`src/rtl/seg7_scan_driver.sv`:
```
// seg7_scan_driver: time-multiplexed driver for an 8-anode, active-low
// seven-segment display showing six BCD clock digits (hh:mm:ss).
// One digit is lit per slot. A short guard gap with all anodes off opens
// every slot to suppress ghosting. The digits are snapshotted once per
// frame so a frame never mixes old and new time. The separator decimal
// points on the minute and hour digits blink at 1 Hz.
// Optional build macro: LEAD_ZERO_BLANK_EN (blank a leading hours-tens zero).
module seg7_scan_driver #(
  parameter int DIGIT_TICKS    = 100_000,
  parameter int GUARD_TICKS    = 1_000,
  parameter int HALF_SEC_TICKS = 50_000_000
) (
  input  logic       clk,
  input  logic       rst,
  input  logic [3:0] s1,
  input  logic [3:0] s2,
  input  logic [3:0] m1,
  input  logic [3:0] m2,
  input  logic [3:0] h1,
  input  logic [3:0] h2,
  input  logic       blank,
  output logic [7:0] an,
  output logic [6:0] seg,
  output logic       dp
);

  localparam int NUM_DIGITS = 6;
  localparam int TICK_W     = (DIGIT_TICKS > 1) ? $clog2(DIGIT_TICKS) : 1;
  localparam int HALF_W     = (HALF_SEC_TICKS > 1) ? $clog2(HALF_SEC_TICKS) : 1;

  localparam logic [TICK_W-1:0] TICK_LAST = TICK_W'(DIGIT_TICKS - 1);
  localparam logic [TICK_W-1:0] GUARD_END = TICK_W'(GUARD_TICKS);
  localparam logic [HALF_W-1:0] HALF_LAST = HALF_W'(HALF_SEC_TICKS - 1);
  localparam logic [2:0]        IDX_LAST  = 3'(NUM_DIGITS - 1);

  // Scan and blink state
  logic [TICK_W-1:0] tick_reg;
  logic [TICK_W-1:0] tick_next;
  logic [2:0]        idx_reg;
  logic [2:0]        idx_next;
  logic [HALF_W-1:0] half_cnt_reg;
  logic [HALF_W-1:0] half_cnt_next;
  logic              colon_on_reg;
  logic              colon_on_next;

  // Frame snapshot of the six digits, index = scan slot
  logic [3:0] digit_in [NUM_DIGITS];
  logic [3:0] snap_reg [NUM_DIGITS];

  // Registered display outputs
  logic [7:0] an_reg;
  logic [7:0] an_next;
  logic [6:0] seg_reg;
  logic [6:0] seg_next;
  logic       dp_reg;
  logic       dp_next;

  // Decode helpers
  logic       slot_wrap;
  logic       frame_wrap;
  logic       in_guard;
  logic       lead_blank;
  logic [3:0] cur_digit;
  logic [7:0] an_slot;

  assign digit_in[0] = s1;
  assign digit_in[1] = s2;
  assign digit_in[2] = m1;
  assign digit_in[3] = m2;
  assign digit_in[4] = h1;
  assign digit_in[5] = h2;

  assign slot_wrap  = (tick_reg == TICK_LAST);
  assign frame_wrap = slot_wrap && (idx_reg == IDX_LAST);
  assign in_guard   = (GUARD_TICKS != 0) && (tick_reg < GUARD_END);

  // Slot tick counter and digit index, idx steps once per slot wrap
  always_comb begin
    tick_next = tick_reg + 1'b1;
    idx_next  = idx_reg;
    if (slot_wrap) begin
      tick_next = '0;
      idx_next  = (idx_reg == IDX_LAST) ? 3'd0 : idx_reg + 3'd1;
    end
  end

  // Blink half-period counter, free-running regardless of blank or scan
  always_comb begin
    half_cnt_next = half_cnt_reg + 1'b1;
    colon_on_next = colon_on_reg;
    if (half_cnt_reg == HALF_LAST) begin
      half_cnt_next = '0;
      colon_on_next = ~colon_on_reg;
    end
  end

  // Scan and blink state registers
  always_ff @(posedge clk) begin
    if (rst) begin
      tick_reg     <= '0;
      idx_reg      <= '0;
      half_cnt_reg <= '0;
      colon_on_reg <= 1'b1;
    end else begin
      tick_reg     <= tick_next;
      idx_reg      <= idx_next;
      half_cnt_reg <= half_cnt_next;
      colon_on_reg <= colon_on_next;
    end
  end

  // Snapshot registers: reload all digits together on the last cycle of a frame
  generate
    for (genvar gi = 0; gi < NUM_DIGITS; gi++) begin : g_snap
      always_ff @(posedge clk) begin
        if (rst) begin
          snap_reg[gi] <= 4'd0;
        end else if (frame_wrap) begin
          snap_reg[gi] <= digit_in[gi];
        end
      end
    end
  endgenerate

  // One-hot (active-high) anode for the current slot; an[7:6] are never selected
  generate
    for (genvar gi = 0; gi < 8; gi++) begin : g_anode
      if (gi < NUM_DIGITS) begin : g_used
        assign an_slot[gi] = (idx_reg == 3'(gi));
      end else begin : g_unused
        assign an_slot[gi] = 1'b0;
      end
    end
  endgenerate

  // Select the snapshot digit for the current slot
  always_comb begin
    cur_digit = 4'd0;
    case (idx_reg)
      3'd0:    cur_digit = snap_reg[0];
      3'd1:    cur_digit = snap_reg[1];
      3'd2:    cur_digit = snap_reg[2];
      3'd3:    cur_digit = snap_reg[3];
      3'd4:    cur_digit = snap_reg[4];
      3'd5:    cur_digit = snap_reg[5];
      default: cur_digit = 4'd0;
    endcase
  end

`ifdef LEAD_ZERO_BLANK_EN
  // A zero in the hours-tens position is suppressed for the whole slot
  assign lead_blank = (idx_reg == IDX_LAST) && (snap_reg[NUM_DIGITS-1] == 4'd0);
`else
  assign lead_blank = 1'b0;
`endif

  // Next display outputs from the current tick/idx/snapshot
  always_comb begin
    // BCD to {g,f,e,d,c,b,a}, active low; non-BCD codes show a dash
    case (cur_digit)
      4'd0:    seg_next = 7'h40;
      4'd1:    seg_next = 7'h79;
      4'd2:    seg_next = 7'h24;
      4'd3:    seg_next = 7'h30;
      4'd4:    seg_next = 7'h19;
      4'd5:    seg_next = 7'h12;
      4'd6:    seg_next = 7'h02;
      4'd7:    seg_next = 7'h78;
      4'd8:    seg_next = 7'h00;
      4'd9:    seg_next = 7'h10;
      default: seg_next = 7'h3F;
    endcase

    if (blank || in_guard) begin
      an_next = 8'hFF;
    end else begin
      an_next = ~an_slot;
    end

    if (lead_blank) begin
      an_next  = 8'hFF;
      seg_next = 7'h7F;
    end

    // Separator dots sit on the minute-ones and hour-ones digits
    dp_next = ~(((idx_reg == 3'd2) || (idx_reg == 3'd4)) && colon_on_reg);
  end

  // Output registers
  always_ff @(posedge clk) begin
    if (rst) begin
      an_reg  <= 8'hFF;
      seg_reg <= 7'h7F;
      dp_reg  <= 1'b1;
    end else begin
      an_reg  <= an_next;
      seg_reg <= seg_next;
      dp_reg  <= dp_next;
    end
  end

  assign an  = an_reg;
  assign seg = seg_reg;
  assign dp  = dp_reg;

endmodule

```
`config.mk`:
```
export PLATFORM = sky130hd
export DESIGN_NAME = seg7_scan_driver
export DESIGN_NICKNAME = d
export VERILOG_FILES = /design/src/rtl/seg7_scan_driver.sv
export SDC_FILE = /design/constraint.sdc
export NUM_CORES = 1
export LEC_CHECK = 0
export CAP_MARGIN = 20
export CORE_ASPECT_RATIO = 0.6
export CORE_MARGIN = 4
export CORE_UTILIZATION = 50
export CTS_CLUSTER_DIAMETER = 80
export DETAILED_ROUTE_END_ITERATION = 6
export PLACE_DENSITY = 0.75
export SYNTH_ARGS = -nofsm -noshare
export SYNTH_HDL_FRONTEND = slang
export SYNTH_SLANG_ARGS = --single-unit
export TNS_END_PERCENT = 10
```
`constraint.sdc`:
```
create_clock -name clk -period 2.15 [get_ports clk]
set_input_delay 0.43 -clock clk [delete_from_list [all_inputs] [get_ports clk]]
set_output_delay 0.43 -clock clk [all_outputs]
set_load 0.005 [all_outputs]
```
==> results of run 1 <==
==> where the power goes <==
group	switching, mW	internal [mW]
Sequential	0.0157	1.68
Clock	0.571	0.933
Combinational	0.0695	0.0966
==> routing by layer <==
metal  global-route usage, %  up-vias  share of wire, %
met5                       0        -                 0
met4                    5.28        0              0.63
met3                    4.97        4               6.8
met2                    25.0      104                39
met1                    27.5     1333                53
li1                        -     1408                 -
==> synthesized netlist by cell type, drive strengths merged, types with 7 or more instances <==
cell     n  area, um^2
xnor2    9        78.8
and2    29         181
xor2    30         263
nand3   17        85.1
nand2   27         104
and3    10        63.8
edfxtp  24         721
o21ai    9        45.0
ha       8         100
dfxtp   61        1220
nor2    50         195
buf     11         106
nand4   12        81.3
clkbuf   7        27.5
==> per-stage QoR <==
step	instances	TNS, ns	hold slack [ns]	total power [mW]
global placement	526	0	0.423	1.89
global route	542	-0.306	0.490	3.48
floorplan	374	-0.0436	0.380	1.80
CTS	542	0	0.458	3.40
detailed placement	526	-0.0704	0.427	1.89
finish	542	-0.103	0.449	3.36
==> layout make-up <==
type                            count  share of cell area, %
Clock inverter                      3                  0.922
Multi-Input combinational cell    264                   36.5
Timing Repair Buffer               66                   13.1
Inverter                            7                  0.553
Tap cell                          104                   2.74
Sequential cell                    85                   40.9
Clock buffer                       13                   5.27
==> path summary, 6_finish.rpt <==
path	depth (start not counted)	endpoint
worst min-delay path	1	dp
worst max register to register	8	seg[3]
worst max-delay path	8	seg[3]
worst min register to register	1	dp
==> repair_timing <==
| item | 4_1_cts | 5_1_grt |
|---|---|---|
| endpoints found under the hold margin | 0 | 0 |
| setup endpoints to repair | 2 | 6 |
| resized for setup | 1 | 3 |
| gates cloned | 0 | 0 |
| pin swaps | 0 | 1 |
==> cells in the final DEF (no fill, tap or decap), drive strengths merged, types with 3 or more instances in the layout <==
cell	count
and2	29
nor2	50
xnor2	9
xor2	30
o31ai	3
clkbuf	13
mux2i	5
clkdlybuf4s50	40
nor3	3
nand3	17
and4	3
nand4	12
a211oi	3
ha	8
dfxtp	61
nor4	6
nand3b	4
inv	7
a21oi	5
o21ai	9
buf	26
nand2	27
edfxtp	24
and3	10
or3	3
==> cell families after synthesis <==
| logic type | after synthesis |
|---|---|
| adder cells (fa/ha/maj) | 8 |
| other | 1 |
| XOR/XNOR | 39 |
| multiplexers | 7 |
| buffers and inverters | 25 |
| AO/OA/AOI/OAI | 31 |
| flip-flops | 85 |
| AND/OR/NAND/NOR | 177 |
==> critical path, stage by stage, from the launching register on <==
cell,delay [ns]
dfxtp_4,0.38
and2_1,0.15
ha_1,0.20
buf_4,0.15
a222oi_1,0.41
a21boi_2,0.24
buf_4,0.18
nor3b_2,0.23
o31ai_1,0.13
==> flow_metrics.py, run 1 <==
metrics = {
    "global_routing": {
        "first_global_vias": 2534,
        "antenna_found_initial": 0,
        "grt_pass1_wl_um": 12700,
        "overflow": 0,
        "grtUsageTotal_pct": 18.1,
        "grt_start_max_net_pins": 25,
    },
    "layout": {
        "fin_nets": 468,
        "regArea_um2": 1950,
        "fin_util_pct": 64.6,
        "fillers": 596,
        "syn_to_final_growth_pct": 24.2,
        "antennaDiodeCount": 0,
        "design_area_um2": 4750,
        "drive_above_1_share_pct": 13.0,
        "multi_input_area_um2": 1740,
        "largest_reg_flops": 26,
    },
    "synthesis": {
        "synth-compound-area-share_pct": 5.59,
        "synthesis.area_um2": 3820,
        "async_reset_ff_share_pct": 0,
        "synth-seq-area-share_pct": 50.8,
        "synth_warnings": 0,
        "synth-seq-cells": 85,
        "synthMuxAreaShare_pct": 2.00,
        "synthAdderAreaFrac_pct": 2.62,
        "synth-xor-area-share_pct": 8.93,
        "synth_enable_flop_cells": 24,
        "synth_top_family_by_area": "simple AND/OR/NAND/NOR gates",
        "postSynthAreaPerCell_um2": 10.3,
        "syn_inst": 373,
        "ys_types": 58,
        "synthFlopType": "dfxtp_1",
        "synth-simple-area-share_pct": 25.8,
    },
    "clock_tree": {
        "cts_sinks": 85,
        "cts_tree": "done",
        "clockBufferDepth": 2,
        "clk_latency_ns": 0.32,
        "cts_setup_buffers": 0,
        "cts_buffers": 9,
        "h-tree-depth": 3,
        "cts_root_buf": "clkbuf_16",
        "clk_pin_slew_ns": 0.06,
        "cts-hold-fix-buffers": 0,
    },
    "placed_design": {
        "port-buffer-count": 40,
        "gp_congestion": 0.928,
        "dpl_worst_slack_ns": -0.0425,
        "place_hpwl_um": 5890,
        "place_area_um2": 4450,
    },
    "setup_path": {
        "end_kind": "register",
        "rrSetupSlack_ns": -0.05,
        "crit_type": "register to register",
        "cp.arrival_ns": 2.40,
        "cp-start-kind": "register",
        "path_max_fanout": 11,
        "timing.rr.start": "idx_reg[0]",
        "cp.required_ns": 2.35,
        "worstSetupStartpoint": "idx_reg[0]",
    },
    "job": {
        "max-cap-violations": 0,
    },
    "sta": {
        "period_share_pct": 102,
        "rsz0062_at_grt": "yes",
        "hold_viol": 0,
        "fin_ws_ns": -0.0474,
        "finClkSkew_ns": 0.00437,
        "final.min_clock_period_ns": 2.20,
        "fmax_mhz": 455,
        "slew_viol_final": 0,
        "setup_viol": 3,
    },
    "status": {
        "outcome": "finished, violations left",
        "violations": "negative setup slack",
    },
    "detailed_routing": {
        "drtAntennaViolNets": 0,
        "drt_iter0_markers": 305,
        "drcViolationCount": 0,
        "wl_um": 7940,
        "num_vias": 2849,
        "firstDrtPassIters": 5,
        "routed_via_density": 5.26,
        "wl_per_cell_um": 14.6,
    },
    "power": {
        "vdd_drop_max_mv": 0.554,
        "p_leak_nw": 1.80,
        "power_density_nw_per_um2": 707,
    },
    "floorplanning": {
        "coreArea_um2": 7360,
        "die_w_um": 121,
        "row_count": 24,
        "start_util_pct": 52.0,
        "die_h_um": 75.8,
        "io-pin-count": 43,
        "die_area_um2": 9160,
    },
    "worst_hold_path": {
        "min-delay-start": "colon_on_reg",
        "hold_path.class": "register to register",
    },
}
Note: power is estimated with default switching activity, not from simulation.
==> run 2, diff against run 1 <==
- CORE_UTILIZATION: 50 -> 25
- CTS_CLUSTER_SIZE: unset -> 8
- PLACE_DENSITY: 0.75 -> unset
- SETUP_SLACK_MARGIN: unset -> 0.05
==> flow_metrics.py, run 2 (synthesis gave the netlist of run 1 again) <==
metrics = {
    "job": {
        "max-cap-violations": 0,
    },
    "floorplanning": {
        "coreArea_um2": 14700,
        "die_w_um": 168,
        "row_count": 34,
        "die_h_um": 104,
        "io-pin-count": 43,
        "die_area_um2": 17400,
        "start_util_pct": 26.0,
    },
    "placed_design": {
        "port-buffer-count": 40,
        "gp_congestion": 0.840,
        "place_hpwl_um": 6360,
    },
    "layout": {
        "syn_to_final_growth_pct": 28.9,
        "fin_util_pct": 33.5,
        "fin_nets": 467,
        "largest_reg_flops": 26,
        "antennaDiodeCount": 0,
        "final_common_cell": "dfxtp_1",
        "mostFrequentLayoutCells": "dfxtp_1, nor2_1, clkdlybuf4s50_1",
        "drive_above_1_share_pct": 13.7,
    },
    "global_routing": {
        "grtUsageTotal_pct": 10.0,
        "first_global_vias": 2666,
        "grt_pass1_wl_um": 13900,
        "grt_start_max_net_pins": 25,
        "overflow": 0,
        "antenna_found_initial": 0,
    },
    "clock_tree": {
        "clk_pin_slew_ns": 0.06,
        "cts_root_buf": "clkbuf_16",
        "clk_latency_ns": 0.34,
        "cts_tree": "done",
        "cts_sinks": 85,
        "h-tree-depth": 3,
        "clockBufferDepth": 2,
        "cts_buffers": 9,
        "cts-hold-fix-buffers": 0,
    },
    "detailed_routing": {
        "drtAntennaViolNets": 0,
        "drcViolationCount": 0,
        "firstDrtPassIters": 4,
        "num_vias": 2737,
        "wl_per_cell_um": 13.3,
        "drt_iter0_markers": 157,
        "routed_via_density": 4.31,
        "wl_um": 8440,
    },
    "sta": {
        "setup_viol": 0,
        "period_share_pct": 92.4,
        "rsz0062_at_grt": "yes",
        "max_slew_margin_pct": 62.5,
        "hold_viol": 0,
        "fin_tns_setup_ns": 0,
        "fmax_mhz": 504,
        "tightest_slew_ns": 0.563,
        "finClkSkew_ns": 0.00752,
        "final.min_clock_period_ns": 1.99,
        "slew_viol_final": 0,
    },
    "setup_path": {
        "cp.arrival_ns": 2.20,
        "crit_chain": "and2_1 > ha_1 > and2_1 > a211oi_4 > inv_1 > ha_1 > nor3b_2 > o31ai_1",
        "rrSetupSlack_ns": 0.16,
        "end_kind": "register",
        "cp.required_ns": 2.37,
        "crit_type": "register to register",
        "reg2regPathDepth": 8,
        "crit_path_top_delay_cell": "dfxtp_2",
        "cpPeakStageDelay_ns": 0.36,
        "cp-start-kind": "register",
        "path_max_fanout": 9,
    },
    "power": {
        "p_leak_nw": 1.82,
        "power_density_nw_per_um2": 717,
        "vdd_drop_max_mv": 0.440,
    },
    "worst_hold_path": {
        "hold_path.class": "register to register",
        "min_path_cells": 1,
    },
    "status": {
        "outcome": "completed",
    },
}
## run 2: where the power goes
| part | switching, mW | total [mW] | internal (mW) |
|---|---|---|---|
| Combinational | 0.0715 | 0.167 | 0.0951 |
| Sequential | 0.0166 | 1.69 | 1.68 |
| Clock | 0.631 | 1.67 | 1.04 |
## run 2: path summary, 6_finish.rpt
| path | from | endpoint |
|---|---|---|
| setup / recovery | idx_reg[0] | seg[3] |
| hold / removal | colon_on_reg | dp |
| hold reg to reg | colon_on_reg | dp |
| setup reg to reg | idx_reg[0] | seg[3] |
## run 2: through the flow
step / power [mW] / std cells / instance area [um^2] / hold WS (ns) / worst slack, ns
finish: 3.53 / 635 / 4930 / 0.417 / 0.164
global route: 3.67 / 635 / 4930 / 0.444 / 0.0410
CTS: 3.58 / 634 / 4910 / 0.424 / 0.0778
detailed placement: 1.89 / 618 / 4580 / 0.408 / 0.0975
global placement: 1.89 / 618 / 4580 / 0.408 / 0.140
floorplan: 1.80 / 374 / 3850 / 0.380 / 0.00961
## run 2: final cells by class
| type | count | area [um^2] |
|---|---|---|
| Fill cell | 1491 | 9790 |
| Sequential cell | 85 | 1940 |
| Multi-Input combinational cell | 264 | 1750 |
| Timing Repair Buffer | 65 | 626 |
| Clock buffer | 12 | 279 |
| Tap cell | 198 | 248 |
| Clock inverter | 4 | 52.6 |
| Inverter | 7 | 26.3 |
## run 2: repair_timing
| item | in CTS | in global routing |
|---|---|---|
| setup endpoints to repair | 0 | 6 |
| gates resized for setup | 0 | 5 |
| setup buffers | 0 | 1 |
## run 2: critical path, delay by kind of cell (launching register included)
kind,cells,cell delay [ns]
AOI/OAI and AO/OA,2,0.42
and+or+nand+nor,3,0.53
DFF,1,0.36
buffers and inverters,1,0.11
adders and majority gates,2,0.44
## run 2: per-layer routing
layer	vias up	track usage [%]	part of all wire, %
met5	-	0	0
met4	0	3.30	1.5
met3	11	3.16	4.5
met2	59	13.1	38
met1	1261	15.3	56
li1	1406	-	-
